$ cat src/rtl/sram_bus_ctrl.sv
// sram_bus_ctrl: picorv32 native memory bus to single-port 1024x32 SRAM bridge.
// The SRAM macro has no byte enables, so partial-word writes are performed as
// read-modify-write. All outputs are registered.
//
// Ports:
//   clk        system clock, also the SRAM clock
//   resetn     asynchronous active-low reset
//   mem_valid  request valid (CPU side)
//   mem_ready  one-cycle completion pulse
//   mem_addr   byte address; only [ADDR_LSB+AW-1:ADDR_LSB] is used
//   mem_wdata  write data
//   mem_wstrb  byte write strobes, 0 = read
//   mem_rdata  read data, valid while mem_ready=1, holds last read value
//   sram_a     SRAM word address
//   sram_d     SRAM write data
//   sram_cen   SRAM chip enable, active-low
//   sram_wen   SRAM write enable, active-low
//   sram_oen   SRAM output enable, active-low
//   sram_q     SRAM read data
module sram_bus_ctrl #(
    parameter int unsigned AW       = 10,
    parameter int unsigned ADDR_LSB = 2
) (
    input  logic          clk,
    input  logic          resetn,
    input  logic          mem_valid,
    output logic          mem_ready,
    input  logic [31:0]   mem_addr,
    input  logic [31:0]   mem_wdata,
    input  logic [3:0]    mem_wstrb,
    output logic [31:0]   mem_rdata,
    output logic [AW-1:0] sram_a,
    output logic [31:0]   sram_d,
    output logic          sram_cen,
    output logic          sram_wen,
    output logic          sram_oen,
    input  logic [31:0]   sram_q
);

    typedef enum logic [2:0] {
        S_IDLE,
        S_RD,
        S_RD_CAP,
        S_WR,
        S_DONE
    } state_e;

    state_e        state_q, state_d;
    logic [AW-1:0] a_q, a_d;
    logic [31:0]   d_q, d_d;
    logic          cen_q, cen_d;
    logic          wen_q, wen_d;
    logic          oen_q, oen_d;
    logic          ready_q, ready_d;
    logic [31:0]   rdata_q, rdata_d;
    logic [31:0]   wdata_q, wdata_d;
    logic [3:0]    wstrb_q, wstrb_d;
    logic          rmw_q, rmw_d;

    // Address bits above/below the word index are intentionally ignored.
    logic unused_addr_bits;
    assign unused_addr_bits = ^mem_addr;

    always_comb begin
        state_d = state_q;
        a_d     = a_q;
        d_d     = d_q;
        cen_d   = cen_q;
        wen_d   = wen_q;
        oen_d   = oen_q;
        ready_d = ready_q;
        rdata_d = rdata_q;
        wdata_d = wdata_q;
        wstrb_d = wstrb_q;
        rmw_d   = rmw_q;

        case (state_q)
            S_IDLE: begin
                if (mem_valid && !ready_q) begin
                    a_d     = mem_addr[ADDR_LSB+AW-1:ADDR_LSB];
                    wdata_d = mem_wdata;
                    wstrb_d = mem_wstrb;
                    cen_d   = 1'b0;
                    if (mem_wstrb == 4'hF) begin
                        wen_d   = 1'b0;
                        oen_d   = 1'b1;
                        d_d     = mem_wdata;
                        rmw_d   = 1'b0;
                        state_d = S_WR;
                    end else begin
                        // Reads and partial writes both start with an SRAM read.
                        wen_d   = 1'b1;
                        oen_d   = 1'b0;
                        rmw_d   = (mem_wstrb != '0);
                        state_d = S_RD;
                    end
                end
            end
            S_RD: begin
                // cen stays low: a rising cen would clear Q before capture.
                oen_d   = 1'b1;
                state_d = S_RD_CAP;
            end
            S_RD_CAP: begin
                if (rmw_q) begin
                    for (int unsigned i = 0; i < 4; i++) begin
                        d_d[8*i +: 8] = wstrb_q[i] ? wdata_q[8*i +: 8] : sram_q[8*i +: 8];
                    end
                    wen_d   = 1'b0;
                    state_d = S_WR;
                end else begin
                    rdata_d = sram_q;
                    ready_d = 1'b1;
                    cen_d   = 1'b1;
                    state_d = S_DONE;
                end
            end
            S_WR: begin
                cen_d   = 1'b1;
                wen_d   = 1'b1;
                ready_d = 1'b1;
                state_d = S_DONE;
            end
            S_DONE: begin
                ready_d = 1'b0;
                state_d = S_IDLE;
            end
            default: begin
                state_d = S_IDLE;
            end
        endcase
    end

    always_ff @(posedge clk or negedge resetn) begin
        if (!resetn) begin
            state_q <= S_IDLE;
            a_q     <= '0;
            d_q     <= '0;
            cen_q   <= 1'b1;
            wen_q   <= 1'b1;
            oen_q   <= 1'b1;
            ready_q <= 1'b0;
            rdata_q <= '0;
            wdata_q <= '0;
            wstrb_q <= '0;
            rmw_q   <= 1'b0;
        end else begin
            state_q <= state_d;
            a_q     <= a_d;
            d_q     <= d_d;
            cen_q   <= cen_d;
            wen_q   <= wen_d;
            oen_q   <= oen_d;
            ready_q <= ready_d;
            rdata_q <= rdata_d;
            wdata_q <= wdata_d;
            wstrb_q <= wstrb_d;
            rmw_q   <= rmw_d;
        end
    end

    assign mem_ready = ready_q;
    assign mem_rdata = rdata_q;
    assign sram_a    = a_q;
    assign sram_d    = d_q;
    assign sram_cen  = cen_q;
    assign sram_wen  = wen_q;
    assign sram_oen  = oen_q;

endmodule

$ cat config.mk
export PLATFORM = sky130hd
export DESIGN_NAME = sram_bus_ctrl
export DESIGN_NICKNAME = d
export VERILOG_FILES = /design/src/rtl/sram_bus_ctrl.sv
export SDC_FILE = /design/constraint.sdc
export NUM_CORES = 1
export LEC_CHECK = 0
export ABC_CLOCK_PERIOD_IN_PS = 1850
export CAP_MARGIN = 20
export CORE_AREA = 10 10 107 133
export CTS_CLUSTER_SIZE = 10
export DETAILED_ROUTE_END_ITERATION = 10
export DIE_AREA = 0 0 117 143
export PLACE_DENSITY = 0.82
export SETUP_SLACK_MARGIN = 0.5
export SLEW_MARGIN = 20
export SYNTH_ARGS = -nofsm -noshare
export SYNTH_HDL_FRONTEND = slang
export SYNTH_SLANG_ARGS = --single-unit
$ cat constraint.sdc
create_clock -name clk -period 1.85 [get_ports clk]
set_input_delay 0.185 -clock clk [delete_from_list [all_inputs] [get_ports clk]]
set_output_delay 0.185 -clock clk [all_outputs]
set_load 0.01 [all_outputs]
==> results of run 1 <==
-- power groups by stage --
stage                     Combinational, uW  Sequential [uW]  Clock [uW]
after floorplan                        3300             4990           0
after global routing                   8720             5070        3370
after CTS                              6640             4880        3230
after global placement                 6000             4850           0
after detailed placement               6180             4950           0
final                                  8230             4920        3230
-- critical path: cells and delay by family (launching register included) --
| family | cells | cell delay, ps |
|---|---|---|
| simple gates | 1 | 260 |
| buf+inv | 5 | 670 |
| mux | 1 | 300 |
| flops | 1 | 430 |
-- cell usage in the layout (no fill, tap or decap), types with 5 or more instances in the layout --
cell type,count
inv_1,34
buf_6,8
dfrtp_1,112
mux2_4,37
buf_4,19
o21ai_0,5
a21oi_1,5
buf_12,15
o21ai_2,18
mux2_2,39
o21ai_1,13
nand2_4,16
clkdlybuf4s50_1,79
clkbuf_16,25
nand2_2,11
nand2_1,9
mux2i_1,64
buf_16,6
dlygate4sd2_1,74
-- worst paths after layout --
path | endpoint | depth (start not counted) | slack (ps) | start
max | sram_a[3] | 7 | 70 | state_q[2]
min | mem_rdata[17] | 2 | 260 | resetn
max reg2reg | sram_a[3] | 7 | 70 | state_q[2]
min reg2reg | sram_a[0] | 1 | 480 | sram_a[0]
max in group asynchronous | sram_d[11] | 3 | 930 | resetn
min in group clk | sram_a[0] | 2 | 380 | mem_addr[2]
-- synthesized netlist by cell type, types with 3 or more instances --
cell type	number	area share, %
o21ai_0	36	3.4
mux2i_1	64	12
buf_2	9	0.86
nand2_1	36	2.6
dfstp_2	3	1.5
nand2b_1	3	0.36
inv_1	34	2.4
a21oi_1	5	0.48
dfrtp_1	115	55
mux2_1	10	2.1
buf_4	7	1.0
mux2_2	68	15
buf_6	3	0.64
clkbuf_2	3	0.29
nor2_1	4	0.29
-- layer usage --
metal	wire [um]	vias up	part of all wire (%)	track usage, %
met2	10100	160	54	36.0
met5	0	-	0	0
met4	580	0	3.1	8.28
met3	1130	42	6.1	5.24
li1	-	1863	-	-
met1	6780	2108	37	21.5
-- layout make-up --
type	count	area, um2
sequential	118	2960
fill	721	2900
timing repair buffer	218	2430
multi-input combinational	240	2410
clock buffer	25	495
tap	138	173
inverter	34	128
clock inverter	4	70.1
-- sequential cells by signal, indices dropped and copies added (netlist names) --
name       flops
sram_a        10
mem_ready      1
state_q        3
wstrb_q        4
sram_cen       1
sram_wen       1
rmw_q          1
mem_rdata     32
wdata_q       32
sram_d        32
sram_oen       1
-- stage by stage --
stage / area, um2 / utilization, %
final: 8660 / 74.9
after global routing: 8660 / 74.9
after CTS: 8030 / 69.5
after detailed placement: 7110 / 61.5
after global placement: 7110 / 61.5
after floorplan: 5360 / -
-- kinds of logic after synthesis --
kind of cell,after synthesis,share of synthesized area [%]
flops,118,56.2
buf+inv,58,5.35
mux,142,28.9
simple gates,53,5.07
compound gates,45,4.52
-- timing repair --
action / 4_1_cts / 5_1_grt
setup endpoints to repair: 191 / 114
cloned: 8 / 10
buffers inserted: 19 / 8
hold buffers: 1 / 0
endpoints found under the hold margin: 28 / 0
resized for setup: 122 / 120
pin swaps: 4 / 2
==> metrics.txt, run 1 <==
drt first pass iters=4; Routed Antenna Nets=0; total gr overflow=0; area added between synthesis and finish=64.7%; Initial Util=45.5%; Comb power frac=50.2%; WP data arrival=between 2000 and 2500 ps; Sink Count=118; first-pass GRT wire length=25500 um; vias per cell=5.37; status=complete, no violations; CP Class=reg2reg; critical path required time=between 2000 and 2500 ps; diode count=0; Synth Warn #=0; CTS Root Buffer Type=clkbuf_16; Hold WC Path Type=in2async; CP Capture Type=register; unrepaired setup endpoints after global routing=yes; Switching Power=5730 uW; startpoint types=register; final setup margin=67.7 ps; Setup Skew=7.71 ps; Tmin final=1780 ps; Syn Area/Cell=~13 um2; #FFs+latches synth=118; final cell count without fillers=777; Site Rows=44; crit path max fanout=6; vias after detailed routing=4173; period utilisation layout=96.3%; largest net degree at the start of global routing=53; total power density per cell area=about 1900 nW/um2; die area=16700 um2; post-synth net total=519; max_slew headroom=63.5%; worst-margin pin slew=547 ps; Port Buffer Count=approximately 160; Top Ports=181; DPL Wire Length=10400 um; CTS tree=yes; endpoints failing setup=0; final count of hold timing violations=0; GRT Overall Usage=20.0%; fin nets=732; layout cells sized above 1=34.9%; crit-path max cell delay=430 ps; most frequent CP cell=buf_6; Cell Area, Synth=5260 um2; post-synthesis sequential area ratio=56.2%; chip width=117 um; RD Place Congestion=0.772; Final Power=~16000 uW; CTS Buffer Depth=2; vias in the first global route=4564; clk_lat worst skew=420 ps; antenna violations before repair=0; Hold Slack=263 ps; Top FF cell, synth=dfrtp_1; initial DRC count=227; Peak Freq=561 MHz; clock slew at reported path FFs=50 ps; Placement Setup Slack=~35 ps; Sw Ratio=between 30% and 40%; number of flops mapped to enable cells by yosys=0; leakage power=0.00423 uW; Max IR drop VDD=approximately 900 uV; CP max-delay cell=dfrtp_2; Internal=around 11000 uW; max_cap viols=0; CP cell instances=buf_12 -> nor4_4 -> buf_4 -> buf_6 -> buf_6 -> buf_8 -> mux2_4; sequential power share=30.0%; clock share of power=19.7%; Yosys cell types=29; DR DRC count=0; Die Ht=143 um; H-tree Lvls=4; CTS Buf Count=17; mean routed wirelength per cell=23.9 um; DRT Wirelength=approximately 19000 um; core area=11600 um2; Setup TNS=0 ps; Pins Over Slew Limit=0; placed cell count=702; Synth Instances=416; FFs w/ async S/R, synth=100%
(Power assumes the default switching activity.)
==> run 2, diff against run 1 <==
--- a/config.mk
+++ b/config.mk
@@ -13,2 +13,3 @@
 export DIE_AREA = 0 0 117 143
+export MAX_ROUTING_LAYER = met4
 export PLACE_DENSITY = 0.82
--- a/constraint.sdc
+++ b/constraint.sdc
@@ -3,2 +3,2 @@
 set_output_delay 0.185 -clock clk [all_outputs]
-set_load 0.01 [all_outputs]
+set_load 0.05 [all_outputs]
==> run 2 against run 1 <==
Effect of this change: total power increased by 16%; wire length about the same; global-route usage increased by 1.5 points; final area decreased by 2.5%; maximum frequency increased by 7.4%; via count increased by 1.8%; sequential power increased by 2%; clock skew increased by 3.0 ps; sequential cell count unchanged; final cell count decreased by 0.13%; critical path type unchanged; critical endpoint is now sram_d[13]; largest cell class unchanged.
==> metrics.txt, run 2 (synthesis results as in run 1) <==
H-tree Lvls=4; min-delay src=mem_wstrb[3]; antenna violations before repair=1; leading cell type in the layout, fill and taps excluded=dfrtp_1; CP Capture Type=register; Reg-to-Reg Start=state_q[1]; Buf+Inv Stages, Crit Path=3; total gr overflow=0; fin nets=between 700 and 800; endpoints failing setup=0; Hold WC Path Type=in2reg; DRT Wirelength=18600 um; CP max-delay cell=dfrtp_2; mean routed wirelength per cell=23.9 um; area added between synthesis and finish=60.5%; worst-margin pin slew=575 ps; DR DRC count=0; Crit path max-delay family=buffers and inverters; end of the worst register-to-register path=sram_d[13]; max_slew headroom=61.7%; most frequent cells in the layout=dfrtp_1, clkdlybuf4s50_1, mux2i_1, mux2_4, buf_2; CP cell instances=buf_6 -> o31ai_4 -> nand2_4 -> buf_12 -> buf_16 -> mux2i_2; WP data arrival=1930 ps; total power density per cell area=approximately 2300 nW/um2; Site Rows=44; Top Ports=181; Placement Setup Slack=-29.1 ps; crit path max fanout=5; Worst Hold Depth=2; CTS Buffer Depth=2; die area=16700 um2; RD Place Congestion=0.804; largest net degree at the start of global routing=41; leakage power=0.00409 uW; unrepaired setup endpoints after global routing=yes; final cell count without fillers=about 780; vias in the first global route=4729; layout cells sized above 1=43.3%; vias per cell=about 5.5; CTS Root Buffer Type=clkbuf_16; Max IR drop VDD=approximately 1200 uV; drt first pass iters=5; clock slew at reported path FFs=60 ps; Reg2Reg Depth=6; GRT Overall Usage=21.6%; critical path required time=between 2000 and 2500 ps; Setup Skew=10.7 ps; Tmin final=1660 ps; max_cap viols=0; final count of hold timing violations=0; status=complete, no violations; Die Ht=around 140 um; Initial Util=45.5%; Sink Count=approximately 120; Peak Freq=603 MHz; period utilisation layout=89.7%; hold endpoint=wstrb_q[3]; clk_lat worst skew=between 400 and 500 ps; initial DRC count=239; R2R setup slack=190 ps; Pins Over Slew Limit=0; core area=between 10000 and 15000 um2; startpoint types=register; placed cell count=between 700 and 800; CTS Buf Count=17; chip width=117 um; CTS tree=yes; first-pass GRT wire length=26600 um; DPL Wire Length=10500 um; crit-path max cell delay=460 ps; Routed Antenna Nets=0; CP Class=reg2reg; Port Buffer Count=158; vias after detailed routing=around 4200; final setup margin=190 ps
==> run 2: per-stage QoR <==
stage	total power, uW	hold WS, ps	area (um2)	TNS, ps	utilization [%]
after floorplan	11200	-111	5470	0	-
after global placement	13800	202	7230	-16.0	62.6
after detailed placement	14100	219	7230	-335	62.6
after CTS	18700	325	8490	0	73.5
after global routing	19800	146	8450	0	73.1
final	19000	142	8450	0	73.1
==> run 2: what timing repair did <==
item	4_1_cts	5_1_grt
setup buffers	18	3
resized for setup	285	140
hold endpoints to repair	33	0
setup endpoints to repair	186	171
pin swaps	1	5
cloned	11	3
hold buffers	1	0
==> run 2: layout make-up <==
class / count / area (um2)
fillers: 756 / 3110
flip-flops and latches: 118 / 2960
multi-input cells: 240 / 2350
repair buffers: 213 / 2210
clock buffers: 18 / 439
clock inverters: 14 / 181
well taps: 138 / 173
inverters: 34 / 128
diodes: 1 / 2.50
==> run 2: worst max-delay path by stage <==
stage                from          to  cells after the start
5_1_grt        state_q[0]  sram_d[10]                      8
3_3_place_gp    mem_valid  wdata_q[8]                      5
2_1_floorplan   mem_ready  wdata_q[1]                      4
4_1_cts        state_q[2]  wdata_q[0]                      5
6_report       state_q[1]  sram_d[13]                      6
3_5_place_dp    mem_valid  wdata_q[8]                      5
==> run 2: report_power, final <==
group          switching, uW  internal, uW
combinational           6080          4490
clock                   1200          2280
sequential              1040          3960
total                   8320         10700
==> run 2: per-layer routing <==
| layer | vias up | track usage, % | wire [um] |
|---|---|---|---|
| met5 | - | - | 0 |
| met4 | 0 | 9.52 | 686 |
| met3 | 49 | 5.07 | 1350 |
| met2 | 209 | 36.0 | 9610 |
| met1 | 2136 | 23.9 | 6900 |
| li1 | 1853 | - | - |
==> run 3, diff against run 2 <==
CAP_MARGIN = 30   (was 20)
CORE_AREA = 10 10 141 176   (was 10 10 107 133)
DIE_AREA = 0 0 151 186   (was 0 0 117 143)
PLACE_DENSITY = 0.51   (was 0.82)
==> run 3 against run 2 <==
Effect of this change: via count down 7.4%; highest routed layer unchanged; largest power group unchanged; global-route usage down 9.6 points; largest cell class unchanged; combinational power down 5%.
==> metrics.txt, run 3 (synthesis results as in run 1) <==
Comb power frac=53.7%; Reg2Reg Depth=7; Final Instance Area=8510 um2; clk_lat worst skew=410 ps; chip width=around 150 um; final cell count without fillers=914; crit path max fanout=8; Cell Area, Placed=about 7400 um2; Buf+Inv Stages, Crit Path=3; Max IR drop VDD=888 uV; initial DRC count=103; antenna violations before repair=0; clock slew at reported path FFs=60 ps; endpoints failing setup=0; CP Capture Type=register; H-tree Lvls=4; clock share of power=20.3%; max_cap viols=0; CP cell instances=buf_4 -> nor3b_4 -> buf_8 -> buf_6 -> nand2_1 -> o21ai_1 -> mux2i_1; vias in the first global route=4280; die area=roughly 28000 um2; GRT Overall Usage=roughly an eighth; vias per cell=4.30; status=complete, no violations; largest net degree at the start of global routing=42; core area=approximately 21000 um2; WP data arrival=~1900 ps; sequential power share=26.0%; placed cell count=around 850; area added between synthesis and finish=61.7%; Pins Over Slew Limit=0; unrepaired setup endpoints after global routing=yes; R2R setup slack=200 ps; first-pass GRT wire length=25000 um; WP depth=7; Crit. Startpoint=state_q[2]; Peak Freq=606 MHz; leakage power=0.00407 uW; Sink Count=around 120; layout cells sized above 1=40.0%; Hold WC Path Type=in2async; worst-margin pin slew=roughly 560 ps; leading cell type in the layout, fill and taps excluded=dfrtp_1; Reg-to-Reg Start=state_q[2]; Site Rows=60; drt first pass iters=4; Port Buffer Count=158; CTS Buffer Depth=2; Initial Util=24.7%; diode count=0; fin nets=725; critical path required time=2130 ps; Hold Slack=between 300 and 400 ps; Sw Ratio=42.4%; max_slew headroom=62.6%; Tmin final=1650 ps; CTS tree=yes; vias after detailed routing=3932; Setup crit end=sram_d[5]; Crit path max-delay family=buffers and inverters; DRT Wirelength=17600 um; Internal=around 11000 uW; CTS Root Buffer Type=clkbuf_16; most frequent cells in the layout=dfrtp_1, clkdlybuf4s50_1, buf_2, mux2i_1, mux2_4; Top Ports=181; CP Class=reg2reg; mean routed wirelength per cell=19.3 um; Switching Power=approximately 8000 uW; RD Place Congestion=0.719; crit-path max cell delay=between 400 and 500 ps; total gr overflow=0; end of the worst register-to-register path=sram_d[5]; total power density per cell area=2210 nW/um2; CTS Buf Count=17; period utilisation layout=between 80% and 90%; Die Ht=approximately 190 um; Setup TNS=0 ps; final count of hold timing violations=0; DR DRC count=0; Routed Antenna Nets=0; Setup Skew=9.65 ps; CP max-delay cell=dfrtp_2; startpoint types=register; DPL Wire Length=10800 um
[run 3: cell types whose count changed in the layout (fill, tap and decap cells not counted), moves of 6 or more]
cell             previous run  this run
nand2_2                     7         1
buf_2                      49        69
nand2_1                    26        35
mux2_4                     53        61
mux2_2                     24        16
o21ai_1                     8        15
clkdlybuf4s15_2            14         2
clkdlybuf4s18_2             8         0
[run 3: how the worst min path moves through the flow]
stage                        end  cells after the start    from  slack [ps]
floorplan           mem_rdata[0]                      0  resetn        -110
global placement        sram_cen                      1  resetn         190
detailed placement      sram_cen                      1  resetn         190
CTS                     sram_cen                      2  resetn         310
global route            sram_cen                      2  resetn         320
finish                  sram_cen                      2  resetn         320
[run 3: routing by layer]
| metal | GRT usage (%) | vias to the layer above | share of wire, % |
|---|---|---|---|
| met4 | 3.20 | 0 | 0.87 |
| met3 | 4.20 | 9 | 5.5 |
| met2 | 19.6 | 114 | 51 |
| li1 | - | 1840 | - |
| met5 | - | - | 0 |
| met1 | 13.8 | 1969 | 43 |
[run 3: power by group through the flow]
stage          clock network [uW]  registers, uW  logic [uW]
2_1_floorplan                   0           7650        3600
3_3_place_gp                    0           4890        9140
3_5_place_dp                    0           4950        9230
4_1_cts                      3920           4920        9710
5_1_grt                      4040           5100       10700
6_report                     3810           4890       10100
[run 3: layout make-up]
class                   count  area [um2]
clock buffers              17         425
clock inverters            15         250
fillers                  2071       12800
inverters                  34         128
multi-input cells         240        2280
flip-flops and latches    118        2960
well taps                 279         349
repair buffers            211        2120
[run 3: metrics by stage]
step	total power [uW]	setup WS (ps)	utilization, %
floorplan	11200	215	-
global route	19800	141	39.9
finish	18800	200	39.9
global placement	14000	-44.3	34.8
detailed placement	14200	-72.6	34.8
CTS	18600	237	39.5
[run 3: repair_timing]
action	CTS	global route
cloned	6	10
setup endpoints to repair	188	152
hold buffers	1	0
pin swaps	1	1
hold endpoints to repair	116	0
resized for setup	329	90
buffers inserted	18	2
